## config.mk

```make
export PLATFORM = sky130hd
export DESIGN_NAME = mem_boot_loader
export DESIGN_NICKNAME = d
export VERILOG_FILES = /design/src/rtl/mem_boot_loader_pkg.sv /design/src/rtl/mem_boot_loader.sv
export SDC_FILE = /design/constraint.sdc
export NUM_CORES = 1
export LEC_CHECK = 0
export CELL_PAD_IN_SITES_DETAIL_PLACEMENT = 1
export CELL_PAD_IN_SITES_GLOBAL_PLACEMENT = 1
export CORE_MARGIN = 5
export CORE_UTILIZATION = 30
export DETAILED_ROUTE_END_ITERATION = 10
export HOLD_SLACK_MARGIN = 0.12
export PLACE_DENSITY = 0.79
export SLEW_MARGIN = 10
export SYNTH_ARGS = -nofsm -noshare
export SYNTH_HDL_FRONTEND = slang
export SYNTH_SLANG_ARGS = --single-unit
```

## constraint.sdc

```tcl
create_clock -name Clock -period 2.2 [get_ports Clock]
set_input_delay 0.33 -clock Clock [delete_from_list [all_inputs] [get_ports Clock]]
set_output_delay 0.33 -clock Clock [all_outputs]
set_load 0.005 [all_outputs]
```

## src/rtl/mem_boot_loader_pkg.sv

```systemverilog
// Shared types and defaults for the memory boot loader.
// Optional read-back verify is enabled by MEM_BOOT_LOADER_VERIFY_EN.
package mem_boot_loader_pkg;

  localparam int DEF_DATA_WIDTH = 32;
  localparam int DEF_ADDR_WIDTH = 9;
  localparam int DEF_BASE_ADDR  = 0;

  typedef enum logic [2:0] {
    ST_IDLE,
    ST_ACCEPT,
    ST_WRITE,
    ST_VRD,
    ST_VCMP,
    ST_DONE,
    ST_ERROR
  } boot_state_t;

endpackage

```

## src/rtl/mem_boot_loader.sv

```systemverilog
// Session loader streaming words into the 512x32 memory override port.
// Define MEM_BOOT_LOADER_VERIFY_EN to add read-back verify and error.
module mem_boot_loader
  import mem_boot_loader_pkg::*;
#(
  parameter int DATA_WIDTH = DEF_DATA_WIDTH,
  parameter int ADDR_WIDTH = DEF_ADDR_WIDTH,
  parameter int BASE_ADDR  = DEF_BASE_ADDR
) (
  input  logic                  Clock,
  input  logic                  clear,
  input  logic                  start,
  input  logic [ADDR_WIDTH:0]   word_count,
  input  logic                  s_valid,
  input  logic [DATA_WIDTH-1:0] s_data,
  output logic                  s_ready,
  output logic                  mem_overide,
  output logic [ADDR_WIDTH-1:0] overide_address,
  output logic [DATA_WIDTH-1:0] overide_data_in,
  output logic                  Mem_enable512x32,
  output logic                  Mem_Read,
  input  logic [DATA_WIDTH-1:0] Mem_to_datapath,
  output logic                  busy,
  output logic                  done,
  output logic                  cpu_run,
  output logic                  error
);

  localparam int CW = ADDR_WIDTH + 1;

  localparam logic [CW-1:0] MAX_CNT =
    {1'b1, {ADDR_WIDTH{1'b0}}};

  localparam logic [ADDR_WIDTH-1:0] BASE =
    ADDR_WIDTH'(BASE_ADDR);

  boot_state_t state_q;
  boot_state_t state_n;

  logic [ADDR_WIDTH-1:0] addr_q;
  logic [DATA_WIDTH-1:0] data_q;
  logic [CW-1:0]         remaining_q;
  logic                  done_q;

  logic [CW-1:0] count_c;
  logic          start_ok;
  logic          take;
  logic          last;
  logic          advance;

  assign count_c = (word_count > MAX_CNT) ?
                   MAX_CNT : word_count;

  assign start_ok = start &&
    (state_q inside {ST_IDLE, ST_DONE, ST_ERROR});

  assign take = (state_q == ST_ACCEPT) && s_valid;
  assign last = (remaining_q == CW'(1));

`ifdef MEM_BOOT_LOADER_VERIFY_EN
  logic err_q;
  logic mismatch;

  assign mismatch = (state_q == ST_VCMP) &&
                    (Mem_to_datapath != data_q);
  assign advance  = (state_q == ST_VCMP) && !mismatch;
  assign error    = err_q;
`else
  // Read data is only consumed by the verify path.
  logic unused_rd;

  assign unused_rd = ^Mem_to_datapath;
  assign advance   = (state_q == ST_WRITE);
  assign error     = 1'b0;
`endif

  always_comb begin
    state_n          = state_q;
    s_ready          = 1'b0;
    mem_overide      = 1'b0;
    busy             = 1'b0;
    Mem_enable512x32 = 1'b0;
    Mem_Read         = 1'b0;
    cpu_run          = 1'b0;
    unique case (state_q)
      ST_IDLE, ST_ERROR: begin
        if (start)
          state_n = (count_c == '0) ?
                    ST_DONE : ST_ACCEPT;
      end
      ST_DONE: begin
        cpu_run = 1'b1;
        if (start)
          state_n = (count_c == '0) ?
                    ST_DONE : ST_ACCEPT;
      end
      ST_ACCEPT: begin
        s_ready     = 1'b1;
        mem_overide = 1'b1;
        busy        = 1'b1;
        if (s_valid)
          state_n = ST_WRITE;
      end
      ST_WRITE: begin
        mem_overide      = 1'b1;
        busy             = 1'b1;
        Mem_enable512x32 = 1'b1;
`ifdef MEM_BOOT_LOADER_VERIFY_EN
        state_n = ST_VRD;
`else
        state_n = last ? ST_DONE : ST_ACCEPT;
`endif
      end
`ifdef MEM_BOOT_LOADER_VERIFY_EN
      ST_VRD: begin
        mem_overide      = 1'b1;
        busy             = 1'b1;
        Mem_enable512x32 = 1'b1;
        Mem_Read         = 1'b1;
        state_n          = ST_VCMP;
      end
      ST_VCMP: begin
        mem_overide = 1'b1;
        busy        = 1'b1;
        if (mismatch)
          state_n = ST_ERROR;
        else
          state_n = last ? ST_DONE : ST_ACCEPT;
      end
`endif
      default: state_n = ST_IDLE;
    endcase
  end

  always_ff @(posedge Clock or negedge clear) begin
    if (!clear) begin
      state_q     <= ST_IDLE;
      addr_q      <= '0;
      data_q      <= '0;
      remaining_q <= '0;
      done_q      <= 1'b0;
    end else begin
      state_q <= state_n;
      // Pulse on entry, including a zero-count restart from DONE.
      done_q  <= (state_n == ST_DONE) &&
                 ((state_q != ST_DONE) || start);
      if (start_ok) begin
        remaining_q <= count_c;
        addr_q      <= BASE;
      end
      if (take)
        data_q <= s_data;
      if (advance) begin
        remaining_q <= remaining_q - CW'(1);
        addr_q      <= addr_q + ADDR_WIDTH'(1);
      end
    end
  end

`ifdef MEM_BOOT_LOADER_VERIFY_EN
  always_ff @(posedge Clock or negedge clear) begin
    if (!clear)
      err_q <= 1'b0;
    else if (start_ok)
      err_q <= 1'b0;
    else if (mismatch)
      err_q <= 1'b1;
  end
`endif

  assign overide_address = addr_q;
  assign overide_data_in = data_q;
  assign done            = done_q;

endmodule

```

# [Word-level counts from Yosys, hierarchy flattened]
# Index checks and enable logic that the tools add are counted.
[op_classes] n_addsub=2 multipliers=0 div=0 order_cmp=1 eq_ne=7 n_shift=0 muxes=14 bitwise_logic=0 reduce_logical=10
[ops] cell="$mux 10" n=3
[ops] cell="$mux 9" n=2
[ops] cell="$mux 3" n=4
[ops] cell="$eq 10x1->1 const B" n=1
[ops] cell="$gt 10x10->1 const B" n=1
[ops] cell="$logic_not 10->1" n=1
[ops] cell="$sub 10x1->10 const B" n=1
[ops] cell="$add 9x1->9 const B" n=1
[ops] cell="$eq 3x3->1 const B" n=3
[ops] cell="$pmux 3 s3" n=1
[ops] cell="$mux 1" n=4
[ops] cell="$eq 3x1->1 const B" n=1
[ops] cell="$eq 3x2->1 const B" n=1
[ops] cell="$logic_and 1x1->1" n=3
[ops] cell="$logic_not 3->1" n=1
[ops] cell="$ne 3x3->1 const B" n=1
[ops] cell="$reduce_bool 3->1" n=1
[ops] cell="$reduce_or 3->1" n=1
[ops] cell="$reduce_bool 2->1" n=1
[ops] cell="$reduce_or 2->1" n=1
[ops] cell="$logic_or 1x1->1" n=1
[totals] ff_bits=55 latch_bits=0 ram_bits=0 mem_bits_ro=0 inputBits=78 out_inout_bits=49 mem_count=0

# [Longest topological paths before layout]
[logic_depth] depth_word=8 depth_mapped=6 mapped_depth_nobuf=6

# [Least setup slack after synthesis]
# OpenSTA, ideal clock, no wires.
[synth_path] path_kind="register -> register" startpoint="register remaining_q[6]" endpoint="register remaining_q[8]" setup_ns=0.064 arrival_ns=1.581 required_ns=2.136 path_slack_ns=0.555 path_stages_with_launch=5 path_buffers=0 period_less_slack_ns=1.645 cell_sequence="dfrtp_1 -> or4_4 -> or4b_1 -> o21ai_1 -> a221o_2"
[synth_between] elab_chain_len=2
[synth_rtl] item="start: declaration" line="mem_boot_loader.sv:42" rtl="logic [CW-1:0] remaining_q;"
[synth_rtl] item="start signal: assignment" line="mem_boot_loader.sv:148" rtl="remaining_q <= count_c;"
[synth_rtl] item="start signal: assignment" line="mem_boot_loader.sv:154" rtl="remaining_q <= remaining_q - CW'(1);"
[synth_rtl] item="$sub 10x1->10" line="mem_boot_loader.sv:154"
[synth_rtl] item="$mux 10" line="mem_boot_loader.sv:153" rtl="if (advance) begin"
# Every way passes these cells.
# A chain may end at the register's enable or synchronous reset.

# [Worst setup path after layout]
[layout_path] startpoint="register state_q[2]" endpoint="output port busy"
[layout_between] elab_chain_len=3 word_cells_on_any_way=4 classes_between="2 x eq/ne; 1 x mux; 1 x reduce/logical"
[layout_rtl] item="start: declaration" line="mem_boot_loader.sv:37" rtl="boot_state_t state_q;"
[layout_rtl] item="start signal: assignment" line="mem_boot_loader.sv:143" rtl="state_q <= state_n;"
[layout_rtl] item="$eq 3x2->1 / $eq 3x1->1 (equally long branches)" line="mem_boot_loader.sv:85" rtl="unique case (state_q)"
[layout_rtl] item="$reduce_or 2->1 (no line) (*)"
[layout_rtl] item="$mux 1 (*)" line="mem_boot_loader.sv:85"
[layout_rtl] item="end: declaration" line="mem_boot_loader.sv:23" rtl="output logic busy,"
# Every way passes the cells marked *; elsewhere a longest branch is shown, timed or not.

==> key figures <==
Status
  – Outcome: finished clean

Floorplan
  – Core Area: 8300 sq um
  – Die area: 10500 sq um
  – Rows: 33
  – Top-Level Pins: 127
  – Die width: 103 um
  – Effective utilization at floorplan: 31.0%
  – DIE HEIGHT: 103 um

Timing
  – Max Clock Skew: 0.00766 ns
  – Final Hold Fails: 0
  – Final number of setup-violating endpoints: 0
  – Fmax: 481 MHz
  – Min cycle time layout: 2.08 ns
  – Tcrit/Tclk final: 94.4%
  – TNS Setup: 0 ns
  – Least-Margin Pin Slew: 0.704 ns
  – Hold Worst Slack: 0.149 ns
  – Slew margin rel.: 53.1%
  – RSZ-0062 raised after global routing: no
  – Final max-slew violation count: 0
  – Setup ws final: 0.122 ns

Route
  – Iter 0 DRT Violations: 59
  – Via Count: 2117
  – Antenna Nets Post-Route: 0
  – DR vias/cell: 4.98
  – Total wire length: 7350 um
  – Per-cell routed wire length: 17.3 um
  – DR pass1 iterations: 4
  – Drt drc: 0

Synthesis
  – Syn avg cell area: 11.6 sq um
  – Synth top area share: 53.4%
  – Yosys warnings: 0
  – Synth unique cells: 48
  – Asr flop ratio synth: 100%
  – Synth area leaders: dfrtp_1 53%, mux2_2 14%, nand3_1 2.3%
  – Register bit total from synthesis: 55
  – Post-synth top flop: dfrtp_1
  – Area of the mapped netlist: 2580 sq um
  – Register area share after synthesis: 53.4%
  – Synth Instances: 222
  – Post-synth top area cell: dfrtp_1
  – EDFF count, synth: 0

Flow run
  – Max_cap viols: 0

Critical path
  – FF-to-FF setup slack: 0.34 ns
  – CP endpoint kind: output port
  – CP Cell Sequence: or3b_4, o21ai_2, clkdlybuf4s50_1
  – Delay-heaviest family, CP: buffers and inverters
  – WP data arrival: 1.75 ns
  – Worst setup path class: register to output port
  – Slowest Stage Delay on Critical Path: 0.54 ns
  – Max FO, Critical Path: 2
  – CP required: 1.87 ns
  – Crit path launch type: register
  – Crit path buffers/inverters: 1
  – CP max stage cell: clkdlybuf4s50_1

Clocking
  – CTS clk-pin slew, worst paths: 0.10 ns
  – Latest clock arrival within the worst-skew pair: 0.30 ns
  – Cts bufs inserted: 5
  – Clock Tree Buf Depth: 2
  – CTS tree: yes
  – Sink Count: 55
  – Root Driver: clkbuf_8
  – CTS H-tree lvls: 2

Placement
  – IO buf count: 92
  – Pre-CTS setup slack: -0.0499 ns
  – Post-DP HPWL: 5580 um
  – Placer Congestion: 0.791

Min path
  – Worst min-delay path class: primary input to asynchronous set/reset pin

GRT
  – Vias in the first global route: 2288
  – GRT Util Overall: 13.9%
  – Initial antenna violation count: 0
  – Largest net degree at the start of global routing: 56
  – Grt total ovfl: 0
  – Global-route wire length before repair: 11700 um

Layout
  – Layout net count: 401
  – Layout cells sized above 1: 20.0%
  – Final core occ: 45.2%
  – Inserted Diodes: 0
  – P&R area growth vs syn: 45.8%

Power
  – Leak: 1.57 nW
  – Pwr/cell area: 1180 nW/um^2
  – Worst VDD drop: 449 uV
  – Design Power: 4.42 mW
## cells in the mapped netlist, types with 2 or more instances
cell and count:
mux2_2 32, or3b_2 3, a31oi_1 3, nand2_1 15, nor3_1 2, o21bai_1 3, ha_1 3, nor2b_1 3
nand2b_1 6, nand3_1 12, inv_1 6, nor2_1 14, dfrtp_1 55, mux2i_1 4, o21ai_0 5, buf_4 3
o311ai_0 4, a21oi_1 6, buf_2 7, clkbuf_1 3, or4_1 4, o211ai_1 3
## report_power, final
group          total [mW]  switching, mW  internal [mW]
clock network       0.549          0.330          0.219
registers            1.75          0.305           1.45
logic                2.12          0.810           1.31
total                4.42           1.44           2.97
## worst paths after layout
kind | startpoint | endpoint | cells past startpoint
max | state_q[2] | busy | 3
min | clear | overide_data_in[31] | 2
max reg2reg | state_q[1] | remaining_q[5] | 7
min reg2reg | overide_address[8] | overide_address[8] | 1
max in group asynchronous | clear | state_q[1] | 2
min in group Clock | overide_address[8] | overide_address[8] | 1
## kinds of logic after synthesis
logic type	after synthesis	share of synthesized area, %
multiplexers	36	15.5
XOR/XNOR	1	0.340
flip-flops	55	53.4
AND/OR/NAND/NOR	70	15.3
adder cells (fa/ha/maj)	3	1.46
AO/OA/AOI/OAI	36	10.1
buffers and inverters	20	3.69
other	1	0.146
## worst reg2reg max path, delay by kind of cell, from the launching register on
kind / cells / cell delay (ns)
flip-flops: 1 / 0.44
AO/OA/AOI/OAI: 4 / 0.76
buffers and inverters: 3 / 0.57
## cells in the final DEF (no fill, tap or decap), drive strengths merged, types with 2 or more instances in the layout
master,instances
clkinv,3
buf,12
o211ai,4
nand3,12
a31oi,3
or4,5
a221o,2
ha,3
dfrtp,55
nor2,14
mux2,32
o311ai,4
or3b,4
inv,6
o21ai,6
clkdlybuf4s50,90
nor3,2
mux2i,4
conb,2
o21bai,3
nand2b,6
a21oi,6
clkbuf,5
nand2,15
nor2b,3
## final cells by class
cell class                 count  area (sq um)
timing repair buffer         103          1020
multi-input combinational    148          1120
clock inverter                 2          13.8
clock buffer                   5          68.8
tap                          105           131
sequential                    55          1380
fill                         895          4540
inverter                       7          26.3
## metrics by stage
step | cells | area [sq um]
after floorplan | 223 | 2580
after CTS | 425 | 3750
after detailed placement | 417 | 3650
after global placement | 417 | 3650
after global routing | 425 | 3750
final | 425 | 3750
## what timing repair did
| item | in CTS | in global routing |
|---|---|---|
| resized for setup | 4 | 3 |
| hold buffers | 0 | 0 |
| setup endpoints to repair | 3 | 4 |
| setup buffers | 1 | 0 |
## state kept, by name, summed over array words and instances, names as in the netlist
signal / cells
overide_address: 9
remaining_q: 10
done: 1
overide_data_in: 32
state_q: 3
## routing by layer
metal,up-vias,global-route usage [%],wire length (um)
li1,989,-,-
met1,1073,17.7,2880
met2,49,24.8,4020
met4,0,3.83,113
met5,-,0,0
met3,6,1.62,339
Note: power is estimated with default switching activity, not from simulation.
